===== src/rtl/fifo_word_serializer.sv =====
// Pops IN_WIDTH-bit words from an upstream FIFO and emits them as RATIO OUT_WIDTH-bit beats
// over a valid/ready handshake, back-to-back across words with no bubble cycles.
module fifo_word_serializer #(
   parameter int unsigned IN_WIDTH  = 32,
   parameter int unsigned OUT_WIDTH = 8,
   parameter logic        MSB_FIRST = 1'b0,
   localparam int unsigned RATIO    = IN_WIDTH / OUT_WIDTH,
   localparam int unsigned CNT_W    = $clog2(RATIO)
) (
   input  logic                 clk_i,
   input  logic                 rst_ni,
   input  logic                 flush_i,
   input  logic [IN_WIDTH-1:0]  fifo_data_i,
   input  logic                 fifo_empty_i,
   output logic                 fifo_pop_o,
   output logic [OUT_WIDTH-1:0] data_o,
   output logic                 valid_o,
   input  logic                 ready_i,
   output logic                 last_o,
   output logic [CNT_W-1:0]     beat_idx_o,
   output logic                 busy_o
);

   if ((IN_WIDTH % OUT_WIDTH) != 0 || RATIO < 2) begin : g_bad_params
      $error("fifo_word_serializer: IN_WIDTH must be a multiple of OUT_WIDTH with RATIO >= 2");
   end

   localparam logic [0:0] StIdle  = 1'b0;
   localparam logic [0:0] StShift = 1'b1;

   localparam logic [CNT_W-1:0] LastIdx = CNT_W'(RATIO - 1);

   logic [0:0]          state_q, state_d;
   logic [CNT_W-1:0]    cnt_q, cnt_d;
   logic [IN_WIDTH-1:0] word_q, word_d;
   logic                handshake;
   logic [CNT_W-1:0]    slice_sel;
   logic [IN_WIDTH-1:0] word_shifted;

   always_comb begin
      valid_o    = (state_q == StShift);
      busy_o     = (state_q == StShift);
      last_o     = valid_o & (cnt_q == LastIdx);
      beat_idx_o = cnt_q;
      handshake  = valid_o & ready_i;
      // rst_ni gating keeps the pop strobe low while reset is held, even if the FIFO has data
      fifo_pop_o = rst_ni & ~fifo_empty_i & ~flush_i &
                   ((state_q == StIdle) | (handshake & last_o));
   end

   always_comb begin
      slice_sel    = MSB_FIRST ? (LastIdx - cnt_q) : cnt_q;
      word_shifted = word_q >> (32'(slice_sel) * OUT_WIDTH);
      data_o       = word_shifted[OUT_WIDTH-1:0];
   end

   always_comb begin
      state_d = state_q;
      cnt_d   = cnt_q;
      word_d  = word_q;
      if (flush_i) begin
         state_d = StIdle;
         cnt_d   = '0;
         word_d  = '0;
      end else if (fifo_pop_o) begin
         state_d = StShift;
         cnt_d   = '0;
         word_d  = fifo_data_i;
      end else if (handshake) begin
         if (last_o) begin
            state_d = StIdle;
            cnt_d   = '0;
         end else begin
            cnt_d = cnt_q + 1'b1;
         end
      end
   end

   always_ff @(posedge clk_i or negedge rst_ni) begin
      if (!rst_ni) begin
         state_q <= StIdle;
         cnt_q   <= '0;
         word_q  <= '0;
      end else begin
         state_q <= state_d;
         cnt_q   <= cnt_d;
         word_q  <= word_d;
      end
   end

endmodule


===== config.mk =====
export PLATFORM = sky130hd
export DESIGN_NAME = fifo_word_serializer
export DESIGN_NICKNAME = d
export VERILOG_FILES = /design/src/rtl/fifo_word_serializer.sv
export SDC_FILE = /design/constraint.sdc
export NUM_CORES = 1
export LEC_CHECK = 0
export BUFFER_PORTS_ARGS = -buffer_cell sky130_fd_sc_hd__buf_4
export CAP_MARGIN = 20
export CORE_MARGIN = 10
export CORE_UTILIZATION = 43
export DETAILED_ROUTE_END_ITERATION = 16
export MAX_ROUTING_LAYER = met4
export PLACE_DENSITY = 0.65
export RECOVER_POWER = 50
export SLEW_MARGIN = 20
export SYNTH_ARGS = -nofsm -noshare
export SYNTH_HDL_FRONTEND = slang
export SYNTH_SLANG_ARGS = --single-unit

===== constraint.sdc =====
create_clock -name clk_i -period 4.7 [get_ports clk_i]
set_clock_uncertainty 0.2 [all_clocks]
set_input_delay 0.47 -clock clk_i [delete_from_list [all_inputs] [get_ports clk_i]]
set_output_delay 0.47 -clock clk_i [all_outputs]
set_load 0.005 [all_outputs]

==> results.json, run 1 <==
{
  "outcome": "complete, no violations",
  "io_pins": 51,
  "syn_area_um2": 1890,
  "drtPass1Iterations": 4,
  "coreArea_um2": 4290,
  "finalMaxSlewViolations": 0,
  "ys_top_cells_by_count": "dfrtp_1 (35), nor2b_1 (33), mux2_4 (29)",
  "r2r-end": "word_q[6]",
  "vias_per_cell": 5.02,
  "worstMarginPinSlew_ps": 1040,
  "grt-ovfl-total": 0,
  "ys_warn_count": 0,
  "drive_gt1_share_pct": 52.2,
  "die-area_um2": 7440,
  "synthDominantCellAreaShare_pct": 46.4,
  "fin_util_pct": 54.4,
  "ys.flop_type": "dfrtp_1",
  "yosys.cell_types.count": 20,
  "drtAntennaViolNets": 0,
  "cp.arrival_ps": 2730,
  "crit_type": "in -> out",
  "p_leak_nw": 1.22,
  "period_needed_ps": 3400,
  "fp.dieW_um": 86.3,
  "hold_violations": 0,
  "cp_data_required_time_ps": 4030,
  "p_per_area_nw_per_um2": 266,
  "routed_wl_um": 4090,
  "ir_worst_vdd_uv": 150,
  "initial_core_util_pct": 44.0,
  "drt_iter0_markers": 48,
  "grt_setup_unrepaired": "false",
  "cts_tree": "built",
  "yosys-top-cells-area": "dfrtp_1 (46%), mux2_4 (23%), nor2b_1 (11%), mux4_2 (9.5%), buf_6 (2.4%)",
  "syn_inst": 131,
  "fillers": 379,
  "multi_input_area_um2": 937,
  "cts_max_level": 2,
  "holdPathStages": 2,
  "endpoint_kind": "primary output",
  "ys_seq_area_share_pct": 46.4,
  "die_h_um": 86.3,
  "worstReg2RegStart": "beat_idx_o[0]",
  "grt_pass1_vias": 1398,
  "grt_first_pass_wirelength_um": 7020,
  "fin_crit_sh_pct": 72.2,
  "wl_per_cell_um": 17.8,
  "drv_cap": 0,
  "cp_max_fo": 36,
  "ys_seq_elements": 35,
  "num_rows": 24,
  "holdCritPathClass": "in -> reg",
  "clock_latency_ps": 280,
  "synth.most_common_cell": "dfrtp_1",
  "numPortBuffers": 50,
  "cts_max_path_buffers": 2,
  "clk_pin_slew_ps": 70,
  "root_buffer": "clkbuf_8",
  "yosysTopAreaCell": "dfrtp_1",
  "startpoint_type": "input pin",
  "track_usage_pct": 12.2,
  "synthArstFlopShare_pct": 100,
  "fin_nets": 217,
  "setup_violations": 0,
  "antennaDiodeCount": 0,
  "syn_nets": 169,
  "grt_start_max_net_pins": 37,
  "r2r_slack_ps": 1860,
  "antenna_found_initial": 0,
  "synth_edf_count": 0,
  "place_congestion": 0.717,
  "timing.fmax_mhz": 294,
  "rr_worst_depth": 4,
  "area_growth_pct": 23.7,
  "regArea_um2": 876,
  "drc": 0,
  "cts_resized": 0,
  "clock-sinks": 35,
  "syn_avg_cell_area_um2": 14.4,
  "final.setup.tns_ps": 0,
  "worstHoldStart": "fifo_data_i[6]",
  "min_to": "word_q[6]",
  "cts_buffers": 5,
  "slew_headroom_pct": 30.4,
  "vias": 1155
}
## state kept, by name, indices dropped and copies added, names as in the netlist
register / flops
word_q: 32
beat_idx_o: 2
busy_o: 1
## metal layers
layer,part of all wire (%),up-vias,global-route usage (%)
li1,-,543,-
met1,47,574,14.7
met5,0,-,-
met4,0.44,0,3.53
met2,47,36,18.5
met3,5.8,2,4.97
## worst max path at each step
stage,startpoint,endpoint
after global placement,beat_idx_o[0],fifo_pop_o
after global routing,rst_ni,fifo_pop_o
after floorplan,beat_idx_o[0],fifo_pop_o
after CTS,rst_ni,fifo_pop_o
after detailed placement,beat_idx_o[0],fifo_pop_o
final,rst_ni,fifo_pop_o
## cell families after synthesis
kind of cell,count (synthesis),synth area share [%]
buf+inv,11,4.04
flops,35,46.4
fa+ha+maj,1,0.663
mux,42,35.5
simple gates,41,13.1
compound gates,1,0.398
## area by class of cell
| class | instances | area share [%] |
|---|---|---|
| multi-input cells | 85 | 40.1 |
| well taps | 52 | 2.79 |
| repair buffers | 51 | 16.3 |
| clock buffers | 6 | 3.11 |
| inverters | 1 | 0.161 |
| flip-flops and latches | 35 | 37.5 |
## placed cells by master (no fill, tap or decap)
master / instances
buf_4: 45
and2_0: 1
clkbuf_4: 4
nor2_1: 2
mux2_4: 29
clkbuf_8: 5
dfrtp_1: 35
mux2_1: 3
mux2i_1: 2
mux4_2: 8
nand2b_1: 1
nor2b_1: 33
clkbuf_1: 2
nor3_1: 2
or3_2: 1
nand2_1: 1
ha_1: 1
a21boi_1: 1
dlygate4sd3_1: 1
inv_2: 1
## what timing repair did
action                    4_1_cts  5_1_grt
setup buffers                   0        0
hold buffers                    1        0
hold endpoints to repair       35        0
## critical path: stages
cell and delay (ps):
dlygate4sd3_1 520, buf_4 400, nand2b_1 120, or3_2 880, inv_2 190, buf_4 130
## per-stage QoR
step / power (mW) / cells / instance area [µm²] / hold slack (ps) / setup slack [ps]
after floorplan: 0.383 / 131 / 1890 / -25.6 / 2730
after global placement: 0.426 / 223 / 2260 / 247 / 1680
after detailed placement: 0.430 / 223 / 2260 / 259 / 1610
after CTS: 0.632 / 230 / 2340 / 197 / 1250
after global routing: 0.655 / 230 / 2340 / 200 / 1080
final: 0.622 / 230 / 2340 / 207 / 1300
## where the power goes
| group | internal, mW | switching (mW) |
|---|---|---|
| combinational | 0.0624 | 0.0339 |
| sequential | 0.316 | 0.00964 |
| clock | 0.0987 | 0.101 |
| total | 0.477 | 0.144 |
(Power assumes the default switching activity.)
==> inputs of run 2 (changes only) <==
--- a/config.mk
+++ b/config.mk
@@ -11,7 +11,7 @@
 export CORE_UTILIZATION = 43
 export DETAILED_ROUTE_END_ITERATION = 16
 export MAX_ROUTING_LAYER = met4
-export PLACE_DENSITY = 0.65
+export PLACE_DENSITY = 0.68
 export RECOVER_POWER = 50
 export SLEW_MARGIN = 20
 export SYNTH_ARGS = -nofsm -noshare
==> constraint.sdc (replaced) <==
create_clock -name clk_i -period 2.9 [get_ports clk_i]
set_clock_uncertainty 0.2 [all_clocks]
set_input_delay 0.29 -clock clk_i [delete_from_list [all_inputs] [get_ports clk_i]]
set_output_delay 0.29 -clock clk_i [all_outputs]
set_load 0.005 [all_outputs]
==> run 2 against run 1 <==
  * Hold slack worse by 190 ps
  * Critical endpoint unchanged
  * Combinational power up 68%
  * Final area rose by 1.7%
  * Sequential share of layout area is 0.63 points lower
  * Sequential power rose by 61%
  * Critical path depth unchanged
  * Global-route usage down 0.15 points
==> results.json, run 2 (synthesized netlist as in run 1, its figures left out) <==
{
  "outcome": "complete, no violations",
  "clk_pin_slew_ps": 70,
  "regMostFlops": "word_q",
  "cp_data_required_time_ps": 2410,
  "fp.dieW_um": 86.3,
  "min_to": "word_q[5]",
  "initial_core_util_pct": 44.0,
  "worstReg2RegStart": "beat_idx_o[0]",
  "rr_worst_depth": 4,
  "holdPathStages": 2,
  "cts_max_path_buffers": 2,
  "final_cell_mix": "buf_4 (46), dfrtp_1 (35), nor2b_1 (33)",
  "cts_max_level": 2,
  "finalMaxSlewViolations": 0,
  "r2r-end": "word_q[4]",
  "drive_gt1_share_pct": 52.5,
  "place_congestion": 0.778,
  "clock-sinks": 35,
  "coreArea_um2": 4290,
  "drtAntennaViolNets": 0,
  "stdcell_area_um2": 2380,
  "drc": 0,
  "grt_first_pass_wirelength_um": 6910,
  "worstHoldStart": "fifo_data_i[5]",
  "dpl.hpwl_um": 3000,
  "hold_violations": 0,
  "cp.arrival_ps": 2220,
  "grt_pass1_vias": 1417,
  "startpoint_type": "input pin",
  "setup_violations": 0,
  "area_growth_pct": 25.8,
  "crit_family": "buffers and inverters",
  "root_buffer": "clkbuf_8",
  "largest_register_ffs": 32,
  "p_per_area_nw_per_um2": 452,
  "r2r_slack_ps": 570,
  "die_h_um": 86.3,
  "drv_cap": 0,
  "cts_tree": "built",
  "cts_buffers": 5,
  "cp_max_fo": 33,
  "slowest_delay_ps": 870,
  "cp.buffers_inverters": 4,
  "die-area_um2": 7440,
  "cp_slowest_cell": "or3_2",
  "final.setup.tns_ps": 0,
  "post-cts-setup-buffer-count": 0,
  "vias_per_cell": 5.11,
  "crit_path_cell_trace": "dlygate4sd3_1 -> clkbuf_4 -> nand2b_1 -> or3_2 -> inv_2 -> buf_4",
  "placed_area_um2": 2280,
  "num_rows": 24,
  "io_pins": 51,
  "ir_worst_vdd_uv": 233,
  "clock_latency_ps": 290,
  "final_common_cell": "buf_4",
  "fin_crit_sh_pct": 93.4,
  "grt_setup_unrepaired": "false",
  "drtPass1Iterations": 2,
  "fin_nets": 220,
  "antennaDiodeCount": 0,
  "slew_headroom_pct": 30.4,
  "track_usage_pct": 12.1,
  "crit_type": "in -> out",
  "vias": 1201,
  "numPortBuffers": 50,
  "wl_per_cell_um": 18.0,
  "p_leak_nw": 1.24,
  "drt_iter0_markers": 84,
  "fillers": 380,
  "hold_ws_ps": 20.9,
  "timing.fmax_mhz": 369,
  "grt-ovfl-total": 0,
  "worstMarginPinSlew_ps": 1040,
  "period_needed_ps": 2710,
  "endpoint_kind": "primary output",
  "antenna_found_initial": 0,
  "routed_wl_um": 4220,
  "grt_start_max_net_pins": 37,
  "holdCritPathClass": "in -> reg"
}
[run 2: cell count changes in the layout (fill, tap and decap cells not counted)]
cell | before | now
clkbuf_4 | 4 | 3
clkbuf_8 | 5 | 7
clkbuf_1 | 2 | 4
clkbuf_2 | 0 | 1
buf_4 | 45 | 46
[run 2: worst max path at each step]
stage                             start    endpoint  slack, ps  cells past startpoint
final                            rst_ni  fifo_pop_o        190                      6
after CTS                        rst_ni  fifo_pop_o        200                      6
after detailed placement  beat_idx_o[0]  fifo_pop_o        520                      5
after floorplan           beat_idx_o[0]  word_q[10]       1050                      6
after global routing      beat_idx_o[0]  fifo_pop_o         50                      5
after global placement    beat_idx_o[0]  fifo_pop_o        610                      5
[run 2: area by class of cell]
cell class | count | area [µm²] | share of cell area [%]
inverters | 1 | 3.75 | 0.158
flip-flops and latches | 35 | 876 | 36.9
clock buffers | 8 | 100 | 4.21
repair buffers | 54 | 394 | 16.6
multi-input cells | 85 | 937 | 39.4
well taps | 52 | 65.1 | 2.74
[run 2: power breakdown]
| part | switching, mW | internal (mW) | leakage (nW) |
|---|---|---|---|
| Clock | 0.171 | 0.217 | 0.0515 |
| Combinational | 0.0597 | 0.102 | 0.713 |
| Sequential | 0.0125 | 0.513 | 0.475 |
[run 2: per-stage QoR]
stage	worst slack [ps]	utilization, %	total power [mW]	std cells
2_1_floorplan	1050	-	0.621	131
3_3_place_gp	609	53.1	0.693	226
3_5_place_dp	519	53.1	0.699	226
4_1_cts	199	55.7	1.09	235
5_1_grt	52.5	55.3	1.12	235
6_report	191	55.3	1.07	235
[run 2: what timing repair did]
item	CTS	global route
endpoints found under the hold margin	35	0
hold buffers	1	0
resized for setup	0	0
endpoints found under the setup margin	0	0
[run 2: per-layer routing]
| metal | track usage, % | vias to the layer above | part of all wire (%) |
|---|---|---|---|
| li1 | - | 552 | - |
| met1 | 14.6 | 607 | 46 |
| met2 | 18.5 | 37 | 48 |
| met3 | 3.94 | 5 | 5.0 |
| met4 | 4.42 | 0 | 1.2 |
| met5 | - | - | 0 |
